[src/rtl/mcd_pkg.sv]
// Shared definitions for the multi-channel clock divider.
package mcd_pkg;

  localparam int unsigned DIV_MIN = 1;

  typedef enum logic [0:0] {
    CH_IDLE,
    CH_RUN
  } ch_state_e;

  // Channel-select width; a single channel still gets a 1-bit select.
  function automatic int unsigned ch_width(int unsigned n);
    return (n <= 2) ? 1 : $clog2(n);
  endfunction

endpackage

[src/rtl/mcd_if.sv]
// Config port of the multi-channel clock divider: one valid/ready request carrying channel and
// half-period.
interface mcd_if #(
  parameter int unsigned NUM_CH = 4,
  parameter int unsigned CNT_W  = 32
);
  import mcd_pkg::*;

  localparam int unsigned CH_W = ch_width(NUM_CH);

  logic             cfg_valid;
  logic             cfg_ready;
  logic [CH_W-1:0]  cfg_ch;
  logic [CNT_W-1:0] cfg_div;

  modport master (
    output cfg_valid,
    output cfg_ch,
    output cfg_div,
    input  cfg_ready
  );

  modport slave (
    input  cfg_valid,
    input  cfg_ch,
    input  cfg_div,
    output cfg_ready
  );

endinterface

[src/rtl/mcd_channel.sv]
// One divider channel: half-period counter, divide register, registered clk_out and tick.
// The parent decides when a new divide value may be loaded.
module mcd_channel
  import mcd_pkg::*;
#(
  parameter int unsigned CNT_W       = 32,
  parameter int unsigned DEFAULT_DIV = 100000000
) (
  input  logic             clk,
  input  logic             reset,
  input  logic             en,
  input  logic             sync,
  input  logic             load,
  input  logic [CNT_W-1:0] load_div,
  output logic             apply_ok,
  output logic             clk_out,
  output logic             tick
);

  logic [CNT_W-1:0] cnt_q, cnt_d;
  logic [CNT_W-1:0] div_q, div_d;
  logic [CNT_W-1:0] div_eff;
  logic             clk_q, clk_d;
  logic             tick_q, tick_d;
  logic             terminal;
  ch_state_e        state;

  always_comb begin
    state    = en ? CH_RUN : CH_IDLE;
    // A zero divide behaves as one: toggle every cycle.
    div_eff  = (div_q < CNT_W'(DIV_MIN)) ? CNT_W'(DIV_MIN) : div_q;
    terminal = (state == CH_RUN) && (cnt_q == div_eff - CNT_W'(1));
    // Loads happen only on a half-period boundary or while stopped, never during a sync.
    apply_ok = !sync && (terminal || (state == CH_IDLE));

    cnt_d  = cnt_q;
    clk_d  = clk_q;
    tick_d = 1'b0;
    div_d  = load ? load_div : div_q;

    if (sync) begin
      cnt_d = '0;
      clk_d = 1'b0;
    end else begin
      unique case (state)
        CH_IDLE: begin
          cnt_d = '0;
          clk_d = 1'b0;
        end
        CH_RUN: begin
          if (terminal) begin
            cnt_d  = '0;
            clk_d  = ~clk_q;
            tick_d = ~clk_q;
          end else begin
            cnt_d = cnt_q + CNT_W'(1);
          end
        end
        default: begin
          cnt_d = '0;
          clk_d = 1'b0;
        end
      endcase
    end
  end

  always_ff @(posedge clk) begin
    if (reset) begin
      cnt_q  <= '0;
      div_q  <= CNT_W'(DEFAULT_DIV);
      clk_q  <= 1'b0;
      tick_q <= 1'b0;
    end else begin
      cnt_q  <= cnt_d;
      div_q  <= div_d;
      clk_q  <= clk_d;
      tick_q <= tick_d;
    end
  end

  assign clk_out = clk_q;
  assign tick    = tick_q;

endmodule

[src/rtl/multi_clock_divider.sv]
// NUM_CH-channel programmable clock divider with a single-slot config port.
// Define MCD_SYNC_EN to add the sync_all phase-alignment input.
module multi_clock_divider
  import mcd_pkg::*;
#(
  parameter int unsigned NUM_CH      = 4,
  parameter int unsigned CNT_W       = 32,
  parameter int unsigned DEFAULT_DIV = 100000000
) (
  input  logic              clk,
  input  logic              reset,
  input  logic [NUM_CH-1:0] ch_en,
  mcd_if.slave              cfg,
`ifdef MCD_SYNC_EN
  input  logic              sync_all,
`endif
  output logic [NUM_CH-1:0] clk_out,
  output logic [NUM_CH-1:0] tick
);

  localparam int unsigned CH_W = ch_width(NUM_CH);

  logic              pend_q, pend_d;
  logic [CH_W-1:0]   pend_ch_q, pend_ch_d;
  logic [CNT_W-1:0]  pend_div_q, pend_div_d;
  logic [NUM_CH-1:0] apply_ok;
  logic [NUM_CH-1:0] load;
  logic              ch_bad;
  logic              accept;
  logic              sync;

`ifdef MCD_SYNC_EN
  assign sync = sync_all;
`else
  assign sync = 1'b0;
`endif

  assign cfg.cfg_ready = ~pend_q;
  assign accept        = cfg.cfg_valid & ~pend_q;
  assign ch_bad        = 32'(pend_ch_q) >= NUM_CH;

  always_comb begin
    load = '0;
    for (int i = 0; i < int'(NUM_CH); i++) begin
      if (pend_q && !ch_bad && (pend_ch_q == CH_W'(i))) begin
        load[i] = apply_ok[i];
      end
    end
  end

  always_comb begin
    pend_d     = pend_q;
    pend_ch_d  = pend_ch_q;
    pend_div_d = pend_div_q;
    // Out-of-range targets are accepted and silently dropped.
    if (pend_q && (ch_bad || (|load))) begin
      pend_d = 1'b0;
    end
    if (accept) begin
      pend_d     = 1'b1;
      pend_ch_d  = cfg.cfg_ch;
      pend_div_d = cfg.cfg_div;
    end
  end

  always_ff @(posedge clk) begin
    if (reset) begin
      pend_q     <= 1'b0;
      pend_ch_q  <= '0;
      pend_div_q <= '0;
    end else begin
      pend_q     <= pend_d;
      pend_ch_q  <= pend_ch_d;
      pend_div_q <= pend_div_d;
    end
  end

  for (genvar g = 0; g < int'(NUM_CH); g++) begin : g_ch
    mcd_channel #(
      .CNT_W       (CNT_W),
      .DEFAULT_DIV (DEFAULT_DIV)
    ) u_ch (
      .clk      (clk),
      .reset    (reset),
      .en       (ch_en[g]),
      .sync     (sync),
      .load     (load[g]),
      .load_div (pend_div_q),
      .apply_ok (apply_ok[g]),
      .clk_out  (clk_out[g]),
      .tick     (tick[g])
    );
  end

endmodule

[src/flat_wrapper.sv]
// flat-port wrapper written by rule: the top's interface ports become plain ports
module multi_clock_divider_flat import mcd_pkg::*;
#(
  parameter int unsigned NUM_CH      = 4,
  parameter int unsigned CNT_W       = 32,
  parameter int unsigned DEFAULT_DIV = 100000000
)
  (clk, reset, ch_en, clk_out, tick, cfg_cfg_valid, cfg_cfg_ch, cfg_cfg_div, cfg_cfg_ready);
  mcd_if #(.NUM_CH(NUM_CH), .CNT_W(CNT_W)) cfg_i ();
  input  logic clk;
  input  logic reset;
  input  logic [NUM_CH-1:0] ch_en;
  output logic [NUM_CH-1:0] clk_out;
  output logic [NUM_CH-1:0] tick;
  input wire logic [$bits(cfg_i.cfg_valid)-1:0] cfg_cfg_valid;
  input wire logic [$bits(cfg_i.cfg_ch)-1:0] cfg_cfg_ch;
  input wire logic [$bits(cfg_i.cfg_div)-1:0] cfg_cfg_div;
  output wire logic [$bits(cfg_i.cfg_ready)-1:0] cfg_cfg_ready;
  assign cfg_i.cfg_valid = cfg_cfg_valid;
  assign cfg_i.cfg_ch = cfg_cfg_ch;
  assign cfg_i.cfg_div = cfg_cfg_div;
  assign cfg_cfg_ready = cfg_i.cfg_ready;
  multi_clock_divider #(.NUM_CH(NUM_CH), .CNT_W(CNT_W), .DEFAULT_DIV(DEFAULT_DIV)) u_core (.clk(clk), .reset(reset), .ch_en(ch_en), .cfg(cfg_i), .clk_out(clk_out), .tick(tick));
endmodule
[config.mk]
export PLATFORM = sky130hd
export DESIGN_NAME = multi_clock_divider_flat
export DESIGN_NICKNAME = d
export VERILOG_FILES = /design/src/rtl/mcd_pkg.sv /design/src/rtl/mcd_if.sv /design/src/rtl/mcd_channel.sv /design/src/rtl/multi_clock_divider.sv /design/src/flat_wrapper.sv
export SDC_FILE = /design/constraint.sdc
export NUM_CORES = 1
export LEC_CHECK = 0
export CORE_MARGIN = 2
export CORE_UTILIZATION = 60
export CTS_BUF_LIST = sky130_fd_sc_hd__clkbuf_16
export DETAILED_ROUTE_END_ITERATION = 8
export PLACE_DENSITY_LB_ADDON = 0.1
export SKIP_CTS_REPAIR_TIMING = 1
export SYNTH_ARGS = -nofsm -noshare
export SYNTH_HDL_FRONTEND = slang
export SYNTH_SLANG_ARGS = --single-unit
[constraint.sdc]
create_clock -name clk -period 11.3 [get_ports clk]
set_input_delay 2.26 -clock clk [delete_from_list [all_inputs] [get_ports clk]]
set_output_delay 2.26 -clock clk [all_outputs]
set_load 0.01 [all_outputs]
==> results of run 1 <==
[placed cells by master (no fill, tap or decap), drive strengths merged, types with 8 or more instances in the layout]
master / synthesis / layout
nor2b: 10 / 10
xor2: 131 / 131
mux2i: 97 / 97
clkbuf: 80 / 31
nand3b: 9 / 9
xnor2: 128 / 128
nand2: 184 / 184
nand3: 120 / 120
nand2b: 10 / 10
a31oi: 10 / 10
nor3: 61 / 61
nor2: 295 / 295
inv: 29 / 32
and3: 46 / 46
or4: 23 / 23
nor3b: 12 / 12
nor4: 52 / 52
buf: 31 / 16
or3: 24 / 24
and2: 11 / 11
dfxtp: 299 / 299
a21oi: 91 / 91
nand4: 43 / 43
nor4b: 11 / 11
ha: 8 / 8
or2: 10 / 10
and4: 11 / 11
o21ai: 54 / 54
o31ai: 8 / 8
a211oi: 8 / 8
clkdlybuf4s50: 0 / 48
clkinv: 0 / 16
[layer usage]
metal  global-route usage  part of all wire
met1                0.436              0.46
met2                0.481              0.44
met3               0.0401             0.065
met4               0.0803             0.027
met5                    0                 0
[state kept, by name, summed over array words and instances, names as in the netlist]
| name | count |
|---|---|
| u_core.pend_ch_q | 2 |
| u_core.g_ch.u_ch.clk_out | 4 |
| u_core.g_ch.u_ch.tick | 4 |
| u_core.pend_div_q | 32 |
| u_core.pend_q | 1 |
| u_core.g_ch.u_ch.cnt_q | 128 |
| u_core.g_ch.u_ch.div_q | 128 |
[worst max-delay path: cells and delay by family, from the launching register on]
kind | cells | cell delay (ns)
AO/OA/AOI/OAI | 5 | 1.47
AND/OR/NAND/NOR | 8 | 2.39
adder cells (fa/ha/maj) | 1 | 0.18
multiplexers | 1 | 0.26
buffers and inverters | 2 | 0.67
flip-flops | 1 | 0.50
[cell families (layout without fill, tap and decap cells)]
group / Yosys count / in the layout
multiplexers: 98 / 98
AND/OR/NAND/NOR: 952 / 952
AO/OA/AOI/OAI: 257 / 257
adder cells (fa/ha/maj): 8 / 8
flip-flops: 299 / 299
XOR/XNOR: 259 / 259
buffers and inverters: 140 / 151
[path summary, 6_finish.rpt]
check	startpoint	endpoint	slack, ns	cells after the start
worst min register to register	u_core.g_ch[1].u_ch.clk_out	u_core.g_ch[1].u_ch.tick	0.47	1
worst max register to register	u_core.g_ch[3].u_ch.div_q[8]	u_core.g_ch[3].u_ch.div_q[7]	5.64	17
worst max-delay path	u_core.g_ch[3].u_ch.div_q[8]	u_core.g_ch[3].u_ch.div_q[7]	5.64	17
worst min-delay path	u_core.g_ch[1].u_ch.clk_out	u_core.g_ch[1].u_ch.tick	0.47	1
[layout make-up]
cell class                 instances  area (sq um)  area share
multi-input combinational       1574          9800       0.546
inverter                          29           109     0.00607
clock buffer                      31           776      0.0432
timing repair buffer              64           601      0.0335
tap                              341           427      0.0238
sequential                       299          5990       0.334
clock inverter                    27           243      0.0135
[power by group through the flow]
| stage | registers (mW) | clock network (mW) | logic (mW) |
|---|---|---|---|
| 6_report | 1.11 | 1.02 | 0.114 |
| 5_1_grt | 1.11 | 1.07 | 0.125 |
| 4_1_cts | 1.11 | 1.03 | 0.112 |
| 3_5_place_dp | 1.13 | 0 | 0.112 |
| 3_3_place_gp | 1.13 | 0 | 0.110 |
| 2_1_floorplan | 1.11 | 0 | 0.0782 |
[metrics by stage]
step / cells / utilization
floorplan: 2013 / -
global placement: 2307 / 0.630
detailed placement: 2307 / 0.630
CTS: 2365 / 0.668
global route: 2365 / 0.668
finish: 2365 / 0.668
==> run_results.csv, run 1 <==
group,metric,value,unit
synth,synthMuxAreaShare,0.0598,
global_routing,grt_pass1_vias,13200,
synth,post-synth-top-count-cell,"dfxtp_1",
layout,area_growth,9.30,%
routing,via_count,14400,
place,dpl_cell_area,16900,sq um
place,place_ws,5.73,ns
synth,synth_area_leaders,"dfxtp_1, xor2_1, xnor2_1",
synth,synth_edf_count,0,
clocking,clockBufferDepth,3,
power_and_ir_drop,swShare,0.246,
global_routing,grt_overflow,0,
synth,ys_top_cells_by_count,"dfxtp_1, nor2_1, nand2_1, xor2_1, xnor2_1",
timing,whs,0.473,ns
timing,relSlewSlack,0.145,
place,gp_routability_congestion,0.921,
global_routing,antenna_found_initial,0,
hold_path,hp-class,"flip-flop to flip-flop",
routing,viasPerCell,6.09,
timing,hold_viol,0,
power_and_ir_drop,combPwrFrac,0.051,
power_and_ir_drop,finalPower,2.24,mW
clocking,cts.sinks,299,
layout,post-route-cell-area,17900,sq um
routing,first_pass_iters,7,
timing,fin_skew,0.0144,ns
layout,diodes,0,
synth,synth-simple-area-share,0.288,
power_and_ir_drop,power_density,125,nW/um^2
floorplanning,num_rows,60,
critical_path,cp_max_fo,44,
global_routing,grt_pass1_wl,70600,microns
synth,yosys.area.top_type,"dfxtp_1",
synth,synth_top_area_frac,0.365,
floorplanning,core,26900,sq um
clocking,clkTransAtPathRegs,0.07,ns
timing,fin_crit,5.66,ns
synth,synth-seq-cells,299,
critical_path,critPathKind,"flip-flop to flip-flop",
routing,drc,0,
floorplanning,die_area,28700,sq um
timing,timing.final.crit_share,0.501,
critical_path,startpoint_type,"flip-flop",
critical_path,path_cells,"nor4_1 -> nand3_1 -> nor3_1 -> buf_4 -> nor2_1 -> ha_1 -> nor3b_1 -> nand3_1 -> or4_1 -> a211oi_1 -> a32oi_1 -> a2111oi_0 -> o2111ai_1 -> a211oi_4 -> buf_4 -> mux2i_1 -> nor2_1",
power_and_ir_drop,p_int,1.69,mW
critical_path,crit_arrival,6.09,ns
synth,syn_area_per_cell,8.15,sq um
critical_path,required,11.72,ns
synth,yosys_most_used_dff,"dfxtp_1",
timing,finalSetupViolations,0,
timing,maxSlewViolCount,0,
synth,synth_compound_area_frac,0.103,
power_and_ir_drop,p_seq_frac,0.495,
synth,synth_xor_area_frac,0.138,
place,io_buffers,49,
synth,synth_top_family_by_area,"simple AND/OR/NAND/NOR gates",
layout,drive_gt1_frac,0.0484,
place,dp_hpwl,31700,microns
power_and_ir_drop,p_sw,551,uW
synth,synth_adder_area_share,0.00610,
timing,worst_pin_slew,1.25,ns
critical_path,crit_path_end_kind,"flip-flop",
routing,routedWlPerCell,18.7,microns
timing,fin_tns_setup,0,ns
floorplanning,die_h,169,microns
timing,rsz0062_at_grt,"no",
global_routing,grt_util_all_layers,0.303,
clocking,cts_tree,"done",
synth,postSynth.asyncResetShare,0,
layout,fillCellCount,2258,
synth,syn_area,16400,sq um
critical_path,crit_slowest_cell,"nor3b_1",
timing,fmax,177,MHz
power_and_ir_drop,p_leak,5.97,nW
clocking,insertion_delay,0.57,ns
global_routing,grt_max_degree,74,
routing,drt-total-wl,44100,microns
floorplanning,start_util,0.611,
flow_run,max_cap_violations,0,
timing,fin_ws,5.64,ns
power_and_ir_drop,pwr-share-clk,0.455,
critical_path,cpPeakStageDelay,0.83,ns
layout,fin_nets,2048,
clocking,cts_root_buf,"clkbuf_16",
floorplanning,die_w,169,microns
synth,syn_inst,2013,
clocking,cts_buffers,31,
status,status,"finished, final reports clean",
synth,syn-num-nets,2062,
power_and_ir_drop,ir_worst_vdd,0.127,mV
floorplanning,io-pin-count,50,
synth,yosysWarnings,0,
routing,ant_nets,0,
synth,synth_seq_area_share,0.365,
clocking,cts-htree-levels,1,
routing,drt_iter0_markers,1168,
synth,synth_cell_types,79,
Note: power is estimated with default switching activity, not from simulation.
==> inputs of run 2 (changes only) <==
CORE_UTILIZATION = 56   (was 60)
clock period = 4.7 ns   (was 11.3 ns; I/O delays follow)
==> run_results.csv, run 2 (same netlist as run 1, synthesis figures left out) <==
group,metric,value,unit
timing,fin_tns_setup,0,ns
floorplanning,die_w,175,microns
timing,rsz0062_at_grt,"no",
layout,top_regs,"u_core.g_ch.u_ch.cnt_q (128), u_core.g_ch.u_ch.div_q (128), u_core.pend_div_q (32)",
place,place_inst,2419,
layout,stdcell_count,2483,
place,gp_routability_congestion,0.932,
layout,layout_common_cells,"nor2_1, dfxtp_1, nand2_1",
routing,viasPerCell,5.91,
timing,fin_crit,4.51,ns
routing,drt-total-wl,46100,microns
critical_path,cp_max_fo,22,
layout,mostFrequentLayoutCell,"nor2_1",
flow_run,max_cap_violations,0,
clocking,cts-htree-levels,1,
floorplanning,die_h,175,microns
critical_path,critPathKind,"flip-flop to flip-flop",
floorplanning,io-pin-count,50,
power_and_ir_drop,power_density,295,nW/um^2
routing,drc,0,
floorplanning,start_util,0.570,
floorplanning,die_area,30700,sq um
routing,drt_iter0_markers,1087,
clocking,cts_root_buf,"clkbuf_16",
global_routing,grt_util_all_layers,0.291,
critical_path,required,5.11,ns
power_and_ir_drop,ir_worst_vdd,0.297,mV
routing,routedWlPerCell,18.6,microns
timing,timing.final.crit_share,0.960,
power_and_ir_drop,swShare,0.235,
floorplanning,num_rows,62,
layout,utilization,0.657,
power_and_ir_drop,p_seq_frac,0.477,
timing,hold_viol,0,
routing,via_count,14700,
timing,worst_pin_slew,1.25,ns
power_and_ir_drop,p_leak,6.45,nW
power_and_ir_drop,finalPower,5.58,mW
power_and_ir_drop,p_int,4.27,mW
timing,finalSetupViolations,0,
critical_path,crit_path_end_kind,"flip-flop",
timing,fmax,222,MHz
routing,first_pass_iters,5,
layout,drive_gt1_frac,0.0915,
timing,maxSlewViolCount,0,
clocking,clkTransAtPathRegs,0.07,ns
clocking,cts_tree,"done",
clocking,insertion_delay,0.58,ns
critical_path,crit_arrival,4.92,ns
critical_path,startpoint_type,"flip-flop",
power_and_ir_drop,pwr-share-clk,0.470,
routing,ant_nets,0,
global_routing,grt_pass1_wl,72400,microns
power_and_ir_drop,p_sw,1.31,mW
global_routing,grt_max_degree,98,
place,dp_hpwl,32700,microns
global_routing,grt_overflow,0,
layout,area_growth,15.2,%
status,status,"finished, final reports clean",
global_routing,antenna_found_initial,0,
layout,diodes,0,
clocking,cts_buffers,31,
floorplanning,core,28800,sq um
power_and_ir_drop,combPwrFrac,0.053,
clocking,clockBufferDepth,3,
hold_path,hp-class,"flip-flop to flip-flop",
timing,relSlewSlack,0.167,
timing,fin_skew,0.0204,ns
place,io_buffers,49,
clocking,cts.sinks,299,
global_routing,grt_pass1_vias,13500,
layout,fillCellCount,2530,
layout,fin_nets,2126,
[run 2: final timing paths]
path / startpoint / end / slack, ns / cells after the start
worst max-delay path: u_core.g_ch[3].u_ch.div_q[25] / u_core.g_ch[3].u_ch.div_q[3] / 0.19 / 16
worst min-delay path: u_core.g_ch[0].u_ch.clk_out / u_core.g_ch[0].u_ch.tick / 0.46 / 1
worst max register to register: u_core.g_ch[3].u_ch.div_q[25] / u_core.g_ch[3].u_ch.div_q[3] / 0.19 / 16
worst min register to register: u_core.g_ch[0].u_ch.clk_out / u_core.g_ch[0].u_ch.tick / 0.46 / 1
[run 2: worst max-delay path, cell delays in order (launching register included)]
cell	delay, ns
dfxtp_1	0.35
or3_1	0.42
or4_1	0.58
nor3_1	0.30
nor2_1	0.07
ha_1	0.22
nor3b_2	0.19
a311oi_1	0.30
a41o_1	0.14
o2111ai_1	0.12
nor4_2	0.29
nor4b_4	0.29
o2111ai_2	0.22
a211oi_4	0.32
buf_12	0.23
mux2i_1	0.23
nor2_1	0.06
[run 2: routing by layer]
layer / vias up / track usage / wire (microns)
li1: 7218 / - / -
met5: - / 0 / 0
met2: 343 / 0.484 / 21500
met1: 7050 / 0.399 / 21200
met3: 74 / 0.0287 / 1970
met4: 0 / 0.0920 / 1420
[run 2: through the flow]
step | setup WS [ns] | cell area (sq um) | hold WS [ns]
2_1_floorplan | 0.149 | 16400 | 0.432
3_3_place_gp | 0.0871 | 17600 | 0.441
3_5_place_dp | 0.0507 | 17600 | 0.454
4_1_cts | 0.0156 | 18700 | 0.462
5_1_grt | 0.00307 | 18900 | 0.489
6_report | 0.188 | 18900 | 0.457
[run 2: power by group through the flow]
stage                     clock [mW]  sequential [mW]  combinational, mW
after floorplan                    0             2.66              0.188
after global placement             0             2.71              0.286
after detailed placement           0             2.72              0.290
after CTS                       2.66             2.66              0.292
after global routing            2.76             2.66              0.324
final                           2.62             2.66              0.297
[run 2: area by class of cell]
class	count	area, sq um	area share
sequential	299	6000	0.317
clock buffer	31	776	0.0410
tap	384	480	0.0254
multi-input combinational	1574	9860	0.522
clock inverter	24	308	0.0163
inverter	29	109	0.00576
timing repair buffer	142	1380	0.0728
